$ cat src/rtl/ccff_chain_loader_if.sv
// Stream and chain-side signals of the configuration-chain loader.
// The slave modport is the loader; the master modport is the bitstream source and chain.
interface ccff_chain_loader_if #(
    parameter int WORD_W = 8
);
    logic              start;
    logic [WORD_W-1:0] s_data;
    logic              s_valid;
    logic              s_ready;
    logic              ccff_head;
    logic              ccff_shift_en;
    logic              ccff_tail;
    logic              busy;
    logic              done;
    logic              tail_parity;

    modport slave (
        input  start, s_data, s_valid, ccff_tail,
        output s_ready, ccff_head, ccff_shift_en, busy, done, tail_parity
    );

    modport master (
        output start, s_data, s_valid, ccff_tail,
        input  s_ready, ccff_head, ccff_shift_en, busy, done, tail_parity
    );
endinterface

$ cat src/rtl/ccff_chain_loader.sv
// Serialises a word-wide bitstream MSB-first into a p_ccff configuration chain,
// gating the chain clock and accumulating parity of the old contents leaving the tail.
module ccff_chain_loader #(
    parameter int CHAIN_LEN = 16,
    parameter int WORD_W    = 8
) (
    input  logic                  prog_clk,
    input  logic                  prog_reset,
    ccff_chain_loader_if.slave    bus
);
    localparam int WORDS = (CHAIN_LEN + WORD_W - 1) / WORD_W;
    localparam int BC_W  = $clog2(CHAIN_LEN + 1);
    localparam int WC_W  = $clog2(WORDS + 1);
    localparam int BL_W  = $clog2(WORD_W + 1);

    localparam logic [BC_W-1:0] LEN_C   = BC_W'(CHAIN_LEN);
    localparam logic [BC_W-1:0] LAST_C  = BC_W'(CHAIN_LEN - 1);
    localparam logic [WC_W-1:0] WORDS_C = WC_W'(WORDS);
    localparam logic [BL_W-1:0] WORD_C  = BL_W'(WORD_W);
    localparam logic [BL_W-1:0] ONE_C   = BL_W'(1);

    typedef enum logic [1:0] {IDLE, LOAD, DONE} state_t;

    state_t            state, state_nxt;
    logic [WORD_W-1:0] word_buf;
    logic [BL_W-1:0]   bits_left;
    logic [BC_W-1:0]   bit_cnt;
    logic [WC_W-1:0]   word_cnt;
    logic              parity_q;
    logic              shift;
    logic              ready;
    logic              accept;
    logic              last_shift;

    always_ff @(posedge prog_clk) begin
        if (prog_reset) begin
            state <= IDLE;
        end else begin
            state <= state_nxt;
        end
    end

    always_comb begin
        state_nxt  = state;
        shift      = 1'b0;
        ready      = 1'b0;
        last_shift = 1'b0;
        case (state)
            IDLE: begin
                if (bus.start) state_nxt = LOAD;
            end
            LOAD: begin
                shift      = (bits_left != '0) && (bit_cnt < LEN_C);
                // Refill on the cycle the final buffered bit leaves, so words stream gap-free.
                ready      = (word_cnt < WORDS_C) &&
                             ((bits_left == '0) || ((bits_left == ONE_C) && shift));
                last_shift = shift && (bit_cnt == LAST_C);
                if (last_shift) state_nxt = DONE;
            end
            DONE: begin
                state_nxt = IDLE;
            end
            default: begin
                state_nxt = IDLE;
            end
        endcase
    end

    assign accept = ready && bus.s_valid;

    always_ff @(posedge prog_clk) begin
        if (prog_reset) begin
            word_buf  <= '0;
            bits_left <= '0;
            bit_cnt   <= '0;
            word_cnt  <= '0;
            parity_q  <= 1'b0;
        end else begin
            if (state == IDLE && bus.start) begin
                bit_cnt  <= '0;
                word_cnt <= '0;
                parity_q <= 1'b0;
            end
            if (shift) begin
                bit_cnt  <= bit_cnt + 1'b1;
                parity_q <= parity_q ^ bus.ccff_tail;
            end
            // The final shift discards any unused low bits of a partial last word.
            if (last_shift) begin
                word_buf  <= '0;
                bits_left <= '0;
            end else if (accept) begin
                word_buf  <= bus.s_data;
                bits_left <= WORD_C;
                word_cnt  <= word_cnt + 1'b1;
            end else if (shift) begin
                word_buf  <= word_buf << 1;
                bits_left <= bits_left - 1'b1;
            end
        end
    end

    assign bus.s_ready       = ready;
    assign bus.ccff_shift_en = shift;
    assign bus.ccff_head     = word_buf[WORD_W-1];
    assign bus.busy          = (state == LOAD);
    assign bus.done          = (state == DONE);
    assign bus.tail_parity   = parity_q;
endmodule

$ cat src/flat_wrapper.sv
// flat-port wrapper written by rule: the top's interface ports become plain ports
module ccff_chain_loader_flat 
#(
    parameter int CHAIN_LEN = 16,
    parameter int WORD_W    = 8
)
  (prog_clk, prog_reset, bus_start, bus_s_data, bus_s_valid, bus_ccff_tail, bus_s_ready, bus_ccff_head, bus_ccff_shift_en, bus_busy, bus_done, bus_tail_parity);
  ccff_chain_loader_if #(.WORD_W(WORD_W)) bus_i ();
  input  logic prog_clk;
  input  logic prog_reset;
  input wire logic [$bits(bus_i.start)-1:0] bus_start;
  input wire logic [$bits(bus_i.s_data)-1:0] bus_s_data;
  input wire logic [$bits(bus_i.s_valid)-1:0] bus_s_valid;
  input wire logic [$bits(bus_i.ccff_tail)-1:0] bus_ccff_tail;
  output wire logic [$bits(bus_i.s_ready)-1:0] bus_s_ready;
  output wire logic [$bits(bus_i.ccff_head)-1:0] bus_ccff_head;
  output wire logic [$bits(bus_i.ccff_shift_en)-1:0] bus_ccff_shift_en;
  output wire logic [$bits(bus_i.busy)-1:0] bus_busy;
  output wire logic [$bits(bus_i.done)-1:0] bus_done;
  output wire logic [$bits(bus_i.tail_parity)-1:0] bus_tail_parity;
  assign bus_i.start = bus_start;
  assign bus_i.s_data = bus_s_data;
  assign bus_i.s_valid = bus_s_valid;
  assign bus_i.ccff_tail = bus_ccff_tail;
  assign bus_s_ready = bus_i.s_ready;
  assign bus_ccff_head = bus_i.ccff_head;
  assign bus_ccff_shift_en = bus_i.ccff_shift_en;
  assign bus_busy = bus_i.busy;
  assign bus_done = bus_i.done;
  assign bus_tail_parity = bus_i.tail_parity;
  ccff_chain_loader #(.CHAIN_LEN(CHAIN_LEN), .WORD_W(WORD_W)) u_core (.prog_clk(prog_clk), .prog_reset(prog_reset), .bus(bus_i));
endmodule
$ cat config.mk
export PLATFORM = sky130hd
export DESIGN_NAME = ccff_chain_loader_flat
export DESIGN_NICKNAME = d
export VERILOG_FILES = /design/src/rtl/ccff_chain_loader_if.sv /design/src/rtl/ccff_chain_loader.sv /design/src/flat_wrapper.sv
export SDC_FILE = /design/constraint.sdc
export NUM_CORES = 1
export LEC_CHECK = 0
export ABC_AREA = 1
export BUFFER_PORTS_ARGS = -buffer_cell sky130_fd_sc_hd__buf_2
export CAP_MARGIN = 5
export CORE_UTILIZATION = 30
export CTS_CLUSTER_SIZE = 25
export DETAILED_ROUTE_END_ITERATION = 10
export PLACE_DENSITY = 0.52
export SLEW_MARGIN = 20
export SYNTH_ARGS = -nofsm -noshare
export SYNTH_HDL_FRONTEND = slang
export SYNTH_SLANG_ARGS = --single-unit
$ cat constraint.sdc
create_clock -name prog_clk -period 1.55 [get_ports prog_clk]
set_input_delay 0.0775 -clock prog_clk [delete_from_list [all_inputs] [get_ports prog_clk]]
set_output_delay 0.0775 -clock prog_clk [all_outputs]
set_load 0.005 [all_outputs]
# [Word level (Yosys, flattened, before mapping)]
# Cells that the tools add are included.
[totals] output_inout_bits=6 inputBits=13 word_cells=51 regBits=22
[classes] eq_ne=6 n_mux=17 n_lt_le_gt_ge=2 bitwise_logic=1 reduce_logical=15 n_addsub=3
[ops] op="8-bit 2-to-1 mux" count=2
[ops] op="2-bit 2-to-1 mux" count=5
[ops] op="5-bit 2-to-1 mux" count=2
[ops] op="4-bit 2-to-1 mux" count=2
[ops] op="1-bit logical AND" count=6
[ops] op="5-bit by 1-bit adder with 5-bit output (second input constant)" count=1
[ops] op="5-bit by 4-bit == test with 1-bit output (second input constant)" count=1
[ops] op="5-bit less-than comparator (second input constant)" count=1
[ops] op="1-bit 2-to-1 mux" count=5
[ops] op="4-bit by 1-bit == test with 1-bit output (second input constant)" count=1
[ops] op="4-bit zero test" count=1
[ops] op="2-bit one-hot mux with 2 select lines" count=1
[ops] op="2-bit nonzero test" count=2
[ops] op="4-bit nonzero test" count=1
[ops] op="4-bit by 1-bit subtractor with 4-bit output (second input constant)" count=1
[ops] op="3-bit OR reduction" count=1
[ops] op="2-bit by 1-bit adder with 2-bit output (second input constant)" count=1
[ops] op="2-bit by 1-bit == test with 1-bit output (second input constant)" count=1
[ops] op="2-bit == test (second input constant)" count=1
[ops] op="2-bit zero test" count=1
[ops] op="2-bit less-than comparator (second input constant)" count=1
[ops] op="2-bit by 1-bit inequality test with 1-bit output (second input constant)" count=1
[ops] op="2-bit inequality test (second input constant)" count=1
[ops] op="2-bit AND reduction" count=1
[ops] op="3 further kinds" count=3

# [Logic depth before layout (Yosys ltp)]
[logic_depth] word_depth=9 depth_mapped=10 ltp_nobuf=10

# [Least setup slack after synthesis]
# No wires, ideal clock.
[synth_timing] path_kind="reg2reg" start="register u_core.bit_cnt[0]" end="register u_core.bits_left[2]" period_less_slack_ns=1.412 t_arrival_ns=1.297 path_stages_with_launch=10 slack_ns=0.138 setup_time_ns=0.116 required_time_ns=1.434 path_buffers=0 cell_sequence="dfxtp_1 -> ha_1 -> inv_1 -> nor3_1 -> ha_1 -> nand4_2 -> nand2_1 -> inv_2 -> nand2_1 -> a21oi_1"
[synth_between] elab_chain_len=8 word_cells_on_any_way=12 cone_classes="order compare (1); eq/ne (1); mux (3); reduce/logical (7)"
[synth_rtl] element="start, declared" line_no="ccff_chain_loader.sv:27" source="logic [BC_W-1:0] bit_cnt;"
[synth_rtl] element="start signal, assigned" line_no="ccff_chain_loader.sv:85" source="bit_cnt <= bit_cnt + 1'b1;"
[synth_rtl] element="5-bit less-than comparator" line_no="ccff_chain_loader.sv:53" source="shift = (bits_left != '0) && (bit_cnt < LEN_C);"
[synth_rtl] element="1-bit logical AND" line_no="ccff_chain_loader.sv:53"
[synth_rtl] element="1-bit logical AND" line_no="ccff_chain_loader.sv:56" source="((bits_left == '0) || ((bits_left == ONE_C) && shift));"
[synth_rtl] element="1-bit logical OR" line_no="ccff_chain_loader.sv:56"
[synth_rtl] element="1-bit logical AND" line_no="ccff_chain_loader.sv:55" source="ready = (word_cnt < WORDS_C) &&"
[synth_rtl] element="1-bit 2-to-1 mux" line_no="ccff_chain_loader.sv:48" source="case (state)"
[synth_rtl] element="1-bit logical AND" line_no="ccff_chain_loader.sv:69" source="assign accept = ready && bus.s_valid;"
[synth_rtl] element="3-bit OR reduction (no line)"
[synth_rtl] element="end signal, assigned" line_no="ccff_chain_loader.sv:98" source="bits_left <= bits_left - 1'b1;"
[synth_rtl] element="end, declared" line_no="ccff_chain_loader.sv:26" source="logic [BL_W-1:0] bits_left;"
# Parallel ways exist; a longest one is shown, timed or not.
# A chain may end at the register's enable or synchronous reset.

# [Worst setup path in the final report]
[layout_timing] start="register u_core.bits_left[0]" end="register u_core.bits_left[1]"
[layout_between] elab_chain_len=8 word_cells_on_any_way=14 cone_classes="add/sub (1); eq/ne (1); mux (3); reduce/logical (9)"
[layout_rtl] element="4-bit nonzero test" line_no="ccff_chain_loader.sv:53"
[layout_rtl] element="1-bit logical AND" line_no="ccff_chain_loader.sv:53"
[layout_rtl] element="1-bit logical AND" line_no="ccff_chain_loader.sv:56"
[layout_rtl] element="1-bit logical OR" line_no="ccff_chain_loader.sv:56"
[layout_rtl] element="1-bit logical AND" line_no="ccff_chain_loader.sv:55"
[layout_rtl] element="1-bit 2-to-1 mux" line_no="ccff_chain_loader.sv:48"
[layout_rtl] element="1-bit logical AND" line_no="ccff_chain_loader.sv:69"
[layout_rtl] element="3-bit OR reduction (no line)"
# Parallel ways exist; a longest one is shown, timed or not.

==> results.toml <==
[logic_synthesis]
synth_largest_type_area_fraction = 0.381
compound_gate_fraction_of_synth_area = 0.136
synth_sequential_area_ratio = 0.381
synth_commonest_cells = "35 x nand2_1, 22 x dfxtp_1, 20 x a21oi_1, 17 x nor2_1, 14 x inv_1"
postSynthAreaPerCell_um2 = 7.37
simple_gate_share_of_the_synthesized_area = 0.331
synthCells = 157
synth_top_family_by_area = "simple AND/OR/NAND/NOR gates"
synth.most_common_cell = "nand2_1"
postSynth.topFlopCell = "dfxtp_1"
async_flop_share = 0
synth.mux.area_fraction = 0
post_synth_num_cell_types = 24
yosys.area_share.adder = 0.0541
yosys_register_bits = 22
post_synthesis_net_count = 175
synthDominantAreaCellType = "dfxtp_1"
syn-cell-area_um2 = 1160
synth-edff-count = 0
ys_top_cells_by_area = "dfxtp_1 38%, nand2_1 11%, a21oi_1 8.6%, nor2_1 5.5%, ha_1 5.4%"
yosysWarnings = 0
fraction_of_synthesized_cell_area_in_xor_and_xnor_cells = 0.00757

[power_and_ir_drop]
netSwitchingPower_uw = 492
power_switching_share = 0.298
power_total_mw = 1.65
p_leak_nw = 0.663
power.density_nw_per_um2 = 1090
irDropWorstVdd_mv = 0.438
power_frac_seq = 0.394
p_int_mw = 1.16
power.share.combinational = 0.279
clkPwrFrac = 0.327

[routing]
wl_per_cell_um = 10.8
antenna_violating_nets_post_route = 0
finalWirelength_um = 2540
drtPass1Iterations = 4
drt_first_iter_violations = 33
route.detailed.vias_per_inst = 4.61
vias = 1087
drc = 0

[cells_and_area]
finish.net_count = 207
stdcell_area_um2 = 1510
area_growth_syn_to_layout_pct = 30.5
final_core_util = 0.409
layout-drive-gt1-share = 0.330
n_antenna_cell = 0

[setup_path]
critical_path_class = "flip-flop to flip-flop"
critical_path_cell_list = "inv_1 -> ha_2 -> nand2_4 -> nand3_4 -> buf_4 -> or2_2 -> a21oi_1"
cp_slowest_cell = "dfxtp_2"
critPathRequiredTime_ps = 1740
arrival_ps = 1690
cp-end-kind = "flip-flop"
startpoint_type = "flip-flop"
buffer_and_inverter_count_on_the_worst_path = 2
cpPeakStageDelay_ps = 350
critical_path.top_delay_family = "simple AND/OR/NAND/NOR gates"
critical_path_peak_fanout = 14

[clock_tree]
ctsLongestPathBuffers = 2
tritoncts = "built"
postCtsHoldBufs = 0
clock_insertion_delay_worst_skew_ps = 270
cts-htree-levels = 1
cts.root.buffer_cell = "clkbuf_8"
clock_sinks = 22
cts_inserted_buffers = 3
clk_pin_slew_worst_paths_ps = 90

[die]
rows = 22
floorplan.die.width_um = 64.1
fp.dieH_um = 64.1
dieArea_um2 = 4110
start_util = 0.314
design.portCount = 19
fp.coreArea_um2 = 3690

[timing]
max_frequency_mhz = 668
finalCritPeriodShare = 0.966
finalClockSkew_ps = 10.4
max_slew_violation_count = 0
worst_tran_pin_value_ps = 287
setup_violations = 0
finalWorstSetupSlack_ps = 52.7
final_period_minus_worst_setup_slack_ps = 1500
max_slew_margin = 0.808
endpoints_failing_hold = 0
aggregate_negative_setup_slack_ps = 0
setup_repair_after_global_routing_missed_its_margin = "yes"

[flow_run]
max_capacitance_violation_total = 0

[global_routing]
grt_pass1_vias = 1011
number_of_antenna_violations_at_the_first_check_in_global_routing = 0
grt.overflow.total = 0
wire_length_of_the_first_global_routing_pass_um = 4220
grt_start_max_net_pins = 18
track_usage = 0.133

[placed_design]
placement.io_buffers = 18
globalplace.congestion = 0.797
placement.setup.worst_slack_ps = -21.2
place.detailed.hpwl_um = 1770
placedInstanceArea_um2 = 1320

[outcome]
outcome = "finished, final reports clean"

[min_path]
hold_class = "input pin to flip-flop"
## what timing repair did
action                                  CTS  global route
endpoints found under the setup margin    8            15
pin swaps                                 1             7
buffers inserted                          2             3
resized for setup                         4            20
gates cloned                              0             1
## path summary, 6_finish.rpt
| kind | slack (ps) | endpoint | depth (start not counted) | start |
|---|---|---|---|---|
| setup / recovery | 50 | u_core.bits_left[1]$_SDFFE_PP0P_ | 7 | u_core.bits_left[0]$_SDFFE_PP0P_ |
| hold / removal | 40 | u_core.bit_cnt[4]$_SDFFE_PP0P_ | 2 | prog_reset |
| setup reg to reg | 50 | u_core.bits_left[1]$_SDFFE_PP0P_ | 7 | u_core.bits_left[0]$_SDFFE_PP0P_ |
| hold reg to reg | 460 | u_core.bus.tail_parity$_SDFFE_PP0P_ | 1 | u_core.bus.tail_parity$_SDFFE_PP0P_ |
## flip-flops by register name, indices dropped and copies added, names as in the netlist
register	flops
u_core.state	2
u_core.word_cnt	2
u_core.bit_cnt	5
u_core.bits_left	4
u_core.bus.tail_parity	1
u_core.word_buf	8
## worst reg2reg max path: stages (launching register included)
cell and delay (ps):
dfxtp_2 350, inv_1 60, ha_2 200, nand2_4 100, nand3_4 100, buf_4 200, or2_2 280, a21oi_1 140
## per-stage QoR
step           hold WS (ps)  instances
5_1_grt                42.7        236
6_report               42.5        236
4_1_cts                35.5        232
2_1_floorplan           147        157
3_5_place_dp            331        226
3_3_place_gp            331        226
## layout by cell type, fill, tap and decap left out, drive strengths merged, types with 2 or more instances in the layout
cell type | synthesis | layout
nand2 | 36 | 36
buf | 4 | 30
dfxtp | 22 | 22
a21oi | 20 | 20
nor2 | 20 | 20
inv | 18 | 18
nand3 | 13 | 13
o21ai | 10 | 10
ha | 5 | 5
clkbuf | 0 | 3
nand4 | 2 | 3
nor3 | 3 | 3
or2 | 2 | 2
## power groups by stage
stage / logic (mW) / registers, mW / clock network [mW]
after global routing: 0.523 / 0.656 / 0.585
after global placement: 0.376 / 0.658 / 0
after CTS: 0.398 / 0.647 / 0.555
final: 0.460 / 0.650 / 0.539
after floorplan: 0.294 / 0.655 / 0
after detailed placement: 0.383 / 0.660 / 0
## layer usage
| metal | track usage | routed length [um] |
|---|---|---|
| met4 | 0.0583 | 40 |
| met3 | 0.0268 | 98 |
| met2 | 0.241 | 1250 |
| met5 | 0 | 0 |
| met1 | 0.148 | 1150 |
## area by class of cell
cell class | count | area (um^2)
fillers | 400 | 2180
multi-input cells | 114 | 676
flip-flops and latches | 22 | 445
repair buffers | 30 | 188
inverters | 18 | 70.1
well taps | 48 | 60.1
clock buffers | 3 | 41.3
clock inverters | 1 | 30.0
## logic make-up after synthesis
| logic type | Yosys count |
|---|---|
| AOI/OAI and AO/OA | 31 |
| xor gates and xnor gates | 1 |
| adders and majority gates | 5 |
| buffers and inverters | 22 |
| DFF | 22 |
| and+or+nand+nor | 76 |
Note: power is estimated with default switching activity, not from simulation.
